<file path="src/rtl/s2p_deser.sv">
// s2p_deser: parametrised serial-to-parallel deserializer with valid/ack handshake and overrun flag
module s2p_deser #(
    parameter int WIDTH = 8,
    parameter bit MSB_FIRST = 1'b0,
    localparam int CW = (WIDTH > 2) ? $clog2(WIDTH) : 1
) (
    input  logic             CLK,
    input  logic             CLR_N,
    input  logic             EN,
    input  logic             D,
    input  logic             SYNC,
    input  logic             ACK,
    input  logic             OVR_CLR,
    output logic [WIDTH-1:0] Q,
    output logic             DR,
    output logic             OVR,
    output logic [CW-1:0]    BIT_CNT
);

    logic [WIDTH-1:0] sr;
    logic [WIDTH-1:0] sr_nx;
    logic             last;
    logic             done;

    // the word including the bit sampled this edge; bits older than a word fall off the end
    assign sr_nx = MSB_FIRST ? {sr[WIDTH-2:0], D} : {D, sr[WIDTH-1:1]};
    assign last  = BIT_CNT == CW'(WIDTH - 1);
    assign done  = EN && !SYNC && last;

    // shift register and bit counter; SYNC restarts the count, optionally with D as first bit
    always_ff @(posedge CLK or negedge CLR_N) begin
        if (!CLR_N) begin
            sr      <= '0;
            BIT_CNT <= '0;
        end else begin
            if (EN) sr <= sr_nx;
            if (SYNC) BIT_CNT <= EN ? CW'(1) : '0;
            else if (EN) BIT_CNT <= last ? '0 : BIT_CNT + CW'(1);
        end
    end

    // output word register with handshake; a word arriving while an old one is unacknowledged is dropped
    always_ff @(posedge CLK or negedge CLR_N) begin
        if (!CLR_N) begin
            Q   <= '0;
            DR  <= 1'b0;
            OVR <= 1'b0;
        end else begin
            if (done && (!DR || ACK)) Q <= sr_nx;
            DR  <= done || (DR && !ACK);
            OVR <= (done && DR && !ACK) || (OVR && !OVR_CLR);
        end
    end

endmodule

</file>
<file path="config.mk">
export PLATFORM = sky130hd
export DESIGN_NAME = s2p_deser
export DESIGN_NICKNAME = d
export VERILOG_FILES = /design/src/rtl/s2p_deser.sv
export SDC_FILE = /design/constraint.sdc
export NUM_CORES = 1
export LEC_CHECK = 0
export ABC_CLOCK_PERIOD_IN_PS = 1600
export CAP_MARGIN = 20
export CELL_PAD_IN_SITES_DETAIL_PLACEMENT = 2
export CELL_PAD_IN_SITES_GLOBAL_PLACEMENT = 2
export CORE_ASPECT_RATIO = 1.4
export CORE_UTILIZATION = 32
export CTS_CLUSTER_SIZE = 20
export DETAILED_ROUTE_END_ITERATION = 8
export HOLD_SLACK_MARGIN = 0.1
export PLACE_DENSITY = 0.8
export SETUP_SLACK_MARGIN = 0.02
export SYNTH_ARGS = -nofsm -noshare
export SYNTH_HDL_FRONTEND = slang
export SYNTH_SLANG_ARGS = --single-unit
</file>
<file path="constraint.sdc">
create_clock -name CLK -period 1.6 [get_ports CLK]
set_input_delay 0.16 -clock CLK [delete_from_list [all_inputs] [get_ports CLK]]
set_output_delay 0.16 -clock CLK [all_outputs]
set_load 0.005 [all_outputs]
</file>
; Word level (Yosys, flattened, before mapping)
; Cells that the tools add are included.
[classes]
add_sub_neg = 1
n_mux = 4
div = 0
n_shift = 0
n_eq_ne = 1
mul = 0
bitwise_logic = 0
n_lt_le_gt_ge = 0
reduce_logical = 15
[ops]
columns = cell, count
row1 = $mux W3, 3
row2 = $logic_and A1 B1 Y1, 7
row3 = $logic_not A1 Y1, 4
row4 = $add A3 B1 Y3 const B, 1
row5 = $eq A3 B3 Y1 const B, 1
row6 = $logic_or A1 B1 Y1, 3
row7 = $reduce_bool A2 Y1, 1
row8 = $mux W1, 1
[word_totals]
n_memories = 0
in_bits = 7
ram_bits = 0
out_inout_bits = 13
mem_bits_ro = 0
latch_bits = 0
elab_cells = 26
regBits = 21

; Logic depth before layout (Yosys ltp)
; Gate-level depths: netlist of the first run.
[logic_depth]
ltp_word = 6
mapped_depth = 6
ltp_nobuf = 5

; Worst setup path before layout of the first run
; Ideal clock, no wire load.
[synth_path]
path_type = register -> register
from = register BIT_CNT[0]
to = register Q[0]
slack_ns = 0.101
n_path_buf = 1
arrival_time_ns = 1.374
t_required_ns = 1.475
setup_ns = 0.125
stages_incl_launch_ff = 7
period_less_slack_ns = 1.499
cell_sequence = dfrtp_1 > ha_1 > ha_1 > nand3b_4 > nor2b_2 > buf_6 > mux2_4
[synth_via]
elab_chain_cells = 3
[synth_rtl]
columns = item, line_no
row1 = start: declaration, 17  ; output logic [CW-1:0] BIT_CNT
row2 = start signal: assignment, 37  ; if (SYNC) BIT_CNT <= EN ? CW'(1) : '0;
row3 = start signal: assignment, 38  ; else if (EN) BIT_CNT <= last ? '0 : BIT_CNT + CW'(1);
row4 = $eq A3 B3 Y1, 27  ; assign last = BIT_CNT == CW'(WIDTH - 1);
row5 = $logic_and A1 B1 Y1, 28  ; assign done = EN && !SYNC && last;
row6 = $logic_and A1 B1 Y1, 49  ; if (done && (!DR || ACK)) Q <= sr_nx;
row7 = end signal: assignment, 49
row8 = end: declaration, 14  ; output logic [WIDTH-1:0] Q,
; No other way between the ends.
; A chain may end at the register's enable or synchronous reset.

; Worst setup path in the final report of the first run
[layout_path]
from = register BIT_CNT[1]
to = register Q[0]
; Same word-level chain as after synthesis.

==> qor.txt, run 1 <==
Slew Limit Fails: 0
initial drt markers: 2
Yosys reg bits: 20
Final Power: 987 uW
hold bufs inserted after CTS: 0
CTS tree: done
Global Route Usage Sum: 13.7%
pin count of the biggest net entering global routing: 21
final std cells w/o fill: 114
M1 GR Usage: 15.8%
top-count cell post-synth: dfrtp_1
M2 GR Usage: 23.9%
YS warnings: 0
ranking of synthesized cells by area: dfrtp_1 59%, mux2_4 14%, mux2_2 9.3%
initial core utilization: 34.6%
final setup fails: 0
Chip Width: 45.4 um
DRT Wirelength: 1.66 mm
Cells after Synth: 54
Yosys top cell area share: 59.3%
Area Overhead vs Synth: 37.5%
WHS: 191 ps
first-pass GRT wire length: 2.82 mm
DR vias: 502
Peak supply drop: 0.455 mV
Nets: 91
Avg Cell Area, Syn: 15.6 um2
HP Class: input port to asynchronous set/reset pin
Vias per Instance: 4.40
Peak Freq: 656 MHz
Hold Fails Final Rpt: 0
vias in the first global route: 578
PD cells: 850 nW/um2
Clock Skews: 6.92 ps
post-synth top area cell: dfrtp_1
CTS max path bufs: 2
Port Buf Inserts: 19
run status: complete, no violations
CTS buffer count: 3
DR WL/cell: 14.6 um
Synth Net Count: 63
worst skew pair latency: 290 ps
CP required: 1780 ps
CP Launch Type: flop
DRC Markers: 0
Placer Congestion: 0.687
share of cells above drive strength 1: 36.3%
main flop type after synthesis: dfrtp_1
M3 GR Usage: 2.60%
MaxCap Viol Count: 0
Netlist cell types: 15
Routed Antenna Nets: 0
Crit. End Element: flop
most used routing layer: met2
Initial DRT Pass Iterations: 3
Rel. slew slack: 83.1%
CTS root buffer: clkbuf_4
Max H-tree Level: 1
global route overflow: 0
area of the die: 2850 um2
CTS clk-pin slew, worst paths: 110 ps
Core ar.: 2440 um2
Syn Std Cell Area: 845 um2
sequential area share after synthesis: 59.3%
crit-path max FO: 8
Total Neg Setup Slack: 0 ps
post-route minimum period: 1520 ps
FP Rows: 21
clock sink count: 20
share of synthesized flip-flops with an asynchronous set or reset: 100%
slew at the pin closest to its max-slew limit: 253 ps
Final Util: 47.5%
Post-synth EDFFs: 0
leakage: 0.543 nW
Post-synth top cells: 20 x dfrtp_1, 8 x mux2_4, 7 x mux2_2
WP data arrival: 1700 ps
num ports: 20
RSZ-0062 raised after global routing: false
Die Ht: 62.8 um
DP Cell Count: 110
n_diodes: 0
initial antenna violation count: 0
dpl hpwl: 1.20 mm
final clock period utilization by the worst path: 95.3%
worst setup path category: flop to flop
-- cells in the final DEF, fill, tap and decap left out --
| master | n |
|---|---|
| dfrtp_1 | 20 |
| clkdlybuf4s50_1 | 19 |
| mux2_4 | 8 |
| mux2_2 | 7 |
| buf_4 | 5 |
| nor2_1 | 4 |
| nand2_1 | 3 |
| clkbuf_4 | 3 |
| mux2i_1 | 2 |
| nand3b_4 | 1 |
| nand2b_4 | 1 |
| inv_1 | 1 |
| o22ai_1 | 1 |
| nor2b_4 | 1 |
| o21ai_0 | 1 |
| ha_4 | 1 |
| ha_2 | 1 |
| buf_12 | 1 |
-- kinds of logic after synthesis --
family                     Yosys count  synth area share (%)
AOI/OAI and AO/OA                    2                  1.33
adders and majority gates            2                  2.96
buffers and inverters                3                  2.37
DFF                                 20                  59.3
muxes                               17                  25.9
and+or+nand+nor                     10                  8.15
-- power breakdown --
group          total (mW)  switching, mW  internal (mW)
registers           0.604         0.0432          0.561
logic               0.151         0.0502          0.101
clock network       0.232          0.144         0.0874
-- sequential cells by signal, indices dropped and copies added, names as in the netlist --
signal and cells:
sr 7, Q 8, DR 1, BIT_CNT 3, OVR 1
-- cell type report --
cell class | instances | area [um2]
fillers | 248 | 1280
flip-flops and latches | 20 | 500
multi-input cells | 31 | 344
repair buffers | 25 | 248
well taps | 34 | 42.5
clock buffers | 3 | 22.5
inverters | 1 | 3.75
-- path summary, 6_finish.rpt --
check	depth (start not counted)	end	slack [ps]	startpoint
worst max-delay path	6	Q[0]$_DFFE_PN0P_	80	BIT_CNT[1]$_DFFE_PN0P_
worst min-delay path	2	BIT_CNT[1]$_DFFE_PN0P_	190	CLR_N
worst max register to register	6	Q[0]$_DFFE_PN0P_	80	BIT_CNT[1]$_DFFE_PN0P_
worst min register to register	1	Q[5]$_DFFE_PN0P_	520	Q[5]$_DFFE_PN0P_
max in group asynchronous	2	Q[0]$_DFFE_PN0P_	1200	CLR_N
min in group CLK	2	OVR$_DFF_PN0_	430	OVR_CLR
-- layer usage --
layer,share of wire [%],up-vias
li1,-,236
met1,39,254
met2,56,10
met3,2.8,2
met4,1.7,0
met5,0,-
-- worst max-delay path, cell delays in order (launching register included) --
cell	delay, ps
dfrtp_1	390
ha_2	200
ha_4	140
nand3b_4	100
nor2b_4	140
buf_12	140
mux2_4	300
-- metrics by stage --
stage	instance area, um2	worst slack, ps
5_1_grt	1160	40.9
3_3_place_gp	1110	80.0
6_report	1160	76.0
2_1_floorplan	845	101
3_5_place_dp	1110	8.78
4_1_cts	1140	23.2
-- repair_timing --
action | in CTS | in global routing
endpoints found under the setup margin | 8 | 8
pin swaps | 0 | 0
setup buffers | 1 | 0
resized for setup | 1 | 3
gates cloned | 0 | 0
(Power assumes the default switching activity.)
==> inputs of run 2 (changes only) <==
GPL_TIMING_DRIVEN = 0   (was default)
==> qor.txt, run 2 (synthesized netlist as in run 1, its figures left out) <==
Clk network pwr share: 27.7%
fillers: 244
Nets: 91
final clock period utilization by the worst path: 96.4%
pin count of the biggest net entering global routing: 21
Internal: 797 uW
worst setup margin: 56.8 ps
initial drt markers: 0
PD cells: 899 nW/um2
final std cells w/o fill: 115
CP required: 1790 ps
capturing point of the worst reg2reg path: Q[4]$_DFFE_PN0P_
final setup fails: 0
vias in the first global route: 583
initial antenna violation count: 0
dpl hpwl: 1.18 mm
Clock Skews: 5.94 ps
Placer Congestion: 0.698
Port Buf Inserts: 19
R2R setup slack: 60 ps
CTS root buffer: clkbuf_4
FP Rows: 21
Crit. End Element: flop
WP data arrival: 1730 ps
HP Class: input port to asynchronous set/reset pin
Vias per Instance: 4.49
dpl ws: -16.5 ps
Global Route Usage Sum: 14.0%
DRT Wirelength: 1.68 mm
largest reg by FF count: Q
Reg power frac: 57.9%
Peak supply drop: 0.527 mV
area of the die: 2850 um2
Chip Width: 45.4 um
commonest non-fill, non-tap cells in the layout: 20 x dfrtp_1, 19 x clkdlybuf4s50_1, 8 x mux2_4
Sw Share: 23.5%
Area Overhead vs Synth: 37.2%
Peak Freq: 648 MHz
first-pass GRT wire length: 2.77 mm
DP Cell Count: 107
CP Launch Type: flop
CTS max path bufs: 2
post-route minimum period: 1540 ps
num ports: 20
CP Launch Point: BIT_CNT[0]$_DFFE_PN0P_
crit-path max FO: 8
worst skew pair latency: 300 ps
Die Ht: 62.8 um
initial core utilization: 34.6%
biggest regs: Q x8, sr x7, BIT_CNT x3
Max H-tree Level: 1
slew at the pin closest to its max-slew limit: 888 ps
Routed Antenna Nets: 0
Largest register FFs: 8
Slew Limit Fails: 0
DR vias: 516
DR WL/cell: 14.6 um
RR Startpoint: BIT_CNT[0]$_DFFE_PN0P_
combinational share of power: 14.4%
leakage: 0.540 nW
CTS buffer count: 3
Core ar.: 2440 um2
CTS tree: done
Rel. slew slack: 40.6%
Psw: 245 uW
run status: complete, no violations
Worst R2R Path Depth: 6
share of cells above drive strength 1: 37.0%
clock sink count: 20
global route overflow: 0
RSZ-0062 raised after global routing: true
Hold Fails Final Rpt: 0
CTS clk-pin slew, worst paths: 110 ps
DRC Markers: 0
worst setup path category: flop to flop
Initial DRT Pass Iterations: 1
most common cell after layout, fill and taps aside: dfrtp_1
MaxCap Viol Count: 0
n_diodes: 0
[run 2: per-layer routing]
layer  vias to the layer above  routed length, um  part of all wire (%)  global-route usage (%)
met5                         -                  0                     0                       0
met4                         0                 45                   2.7                    9.09
met3                         4                 51                   3.0                    2.60
met2                        12                861                    51                    22.0
met1                       259                724                    43                    16.6
li1                        241                  -                     -                       -
[run 2: worst max path at each step]
stage | endpoint | slack, ps | cells past startpoint
after global routing | Q[1]$_DFFE_PN0P_ | 7 | 6
after global placement | Q[3]$_DFFE_PN0P_ | 10 | 6
after detailed placement | Q[4]$_DFFE_PN0P_ | -20 | 6
after floorplan | Q[0]$_DFFE_PN0P_ | 100 | 6
final | Q[4]$_DFFE_PN0P_ | 60 | 6
after CTS | Q[5]$_DFFE_PN0P_ | 20 | 6
[run 2: critical path, stage by stage (launching register included)]
cell,delay [ps]
dfrtp_1,390
ha_2,200
ha_4,140
nand3b_4,90
nor2b_2,130
buf_6,170
mux2_4,310
[run 2: timing repair]
| item | 4_1_cts | 5_1_grt |
|---|---|---|
| pin swaps | 0 | 1 |
| buffers inserted | 1 | 3 |
| gates cloned | 0 | 0 |
| setup endpoints to repair | 8 | 8 |
| resized for setup | 1 | 2 |
| hold buffers | 0 | 0 |
[run 2: stage by stage]
step	area (um2)	TNS [ps]	hold WS [ps]	utilization (%)	power, mW
after floorplan	845	0	-136	-	0.672
after global placement	1080	0	492	44.1	0.739
after detailed placement	1080	-103	502	44.1	0.756
after CTS	1120	0	383	46.0	1.05
after global routing	1160	0	408	47.4	1.10
final	1160	0	348	47.4	1.04
[run 2: area by class of cell]
type | count | area (um2) | area share (%)
Buffer | 2 | 16.3 | 1.40
Inverter | 1 | 3.75 | 0.324
Clock buffer | 4 | 36.3 | 3.13
Timing Repair Buffer | 23 | 220 | 19.0
Tap cell | 34 | 42.5 | 3.67
Multi-Input combinational cell | 31 | 339 | 29.3
Sequential cell | 20 | 500 | 43.2
[run 2: power by group through the flow]
stage / Sequential, mW / Clock (mW) / Combinational [mW]
after floorplan: 0.600 / 0 / 0.0714
after global placement: 0.609 / 0 / 0.130
after detailed placement: 0.618 / 0 / 0.138
after CTS: 0.605 / 0.302 / 0.145
after global routing: 0.612 / 0.321 / 0.165
final: 0.603 / 0.289 / 0.150
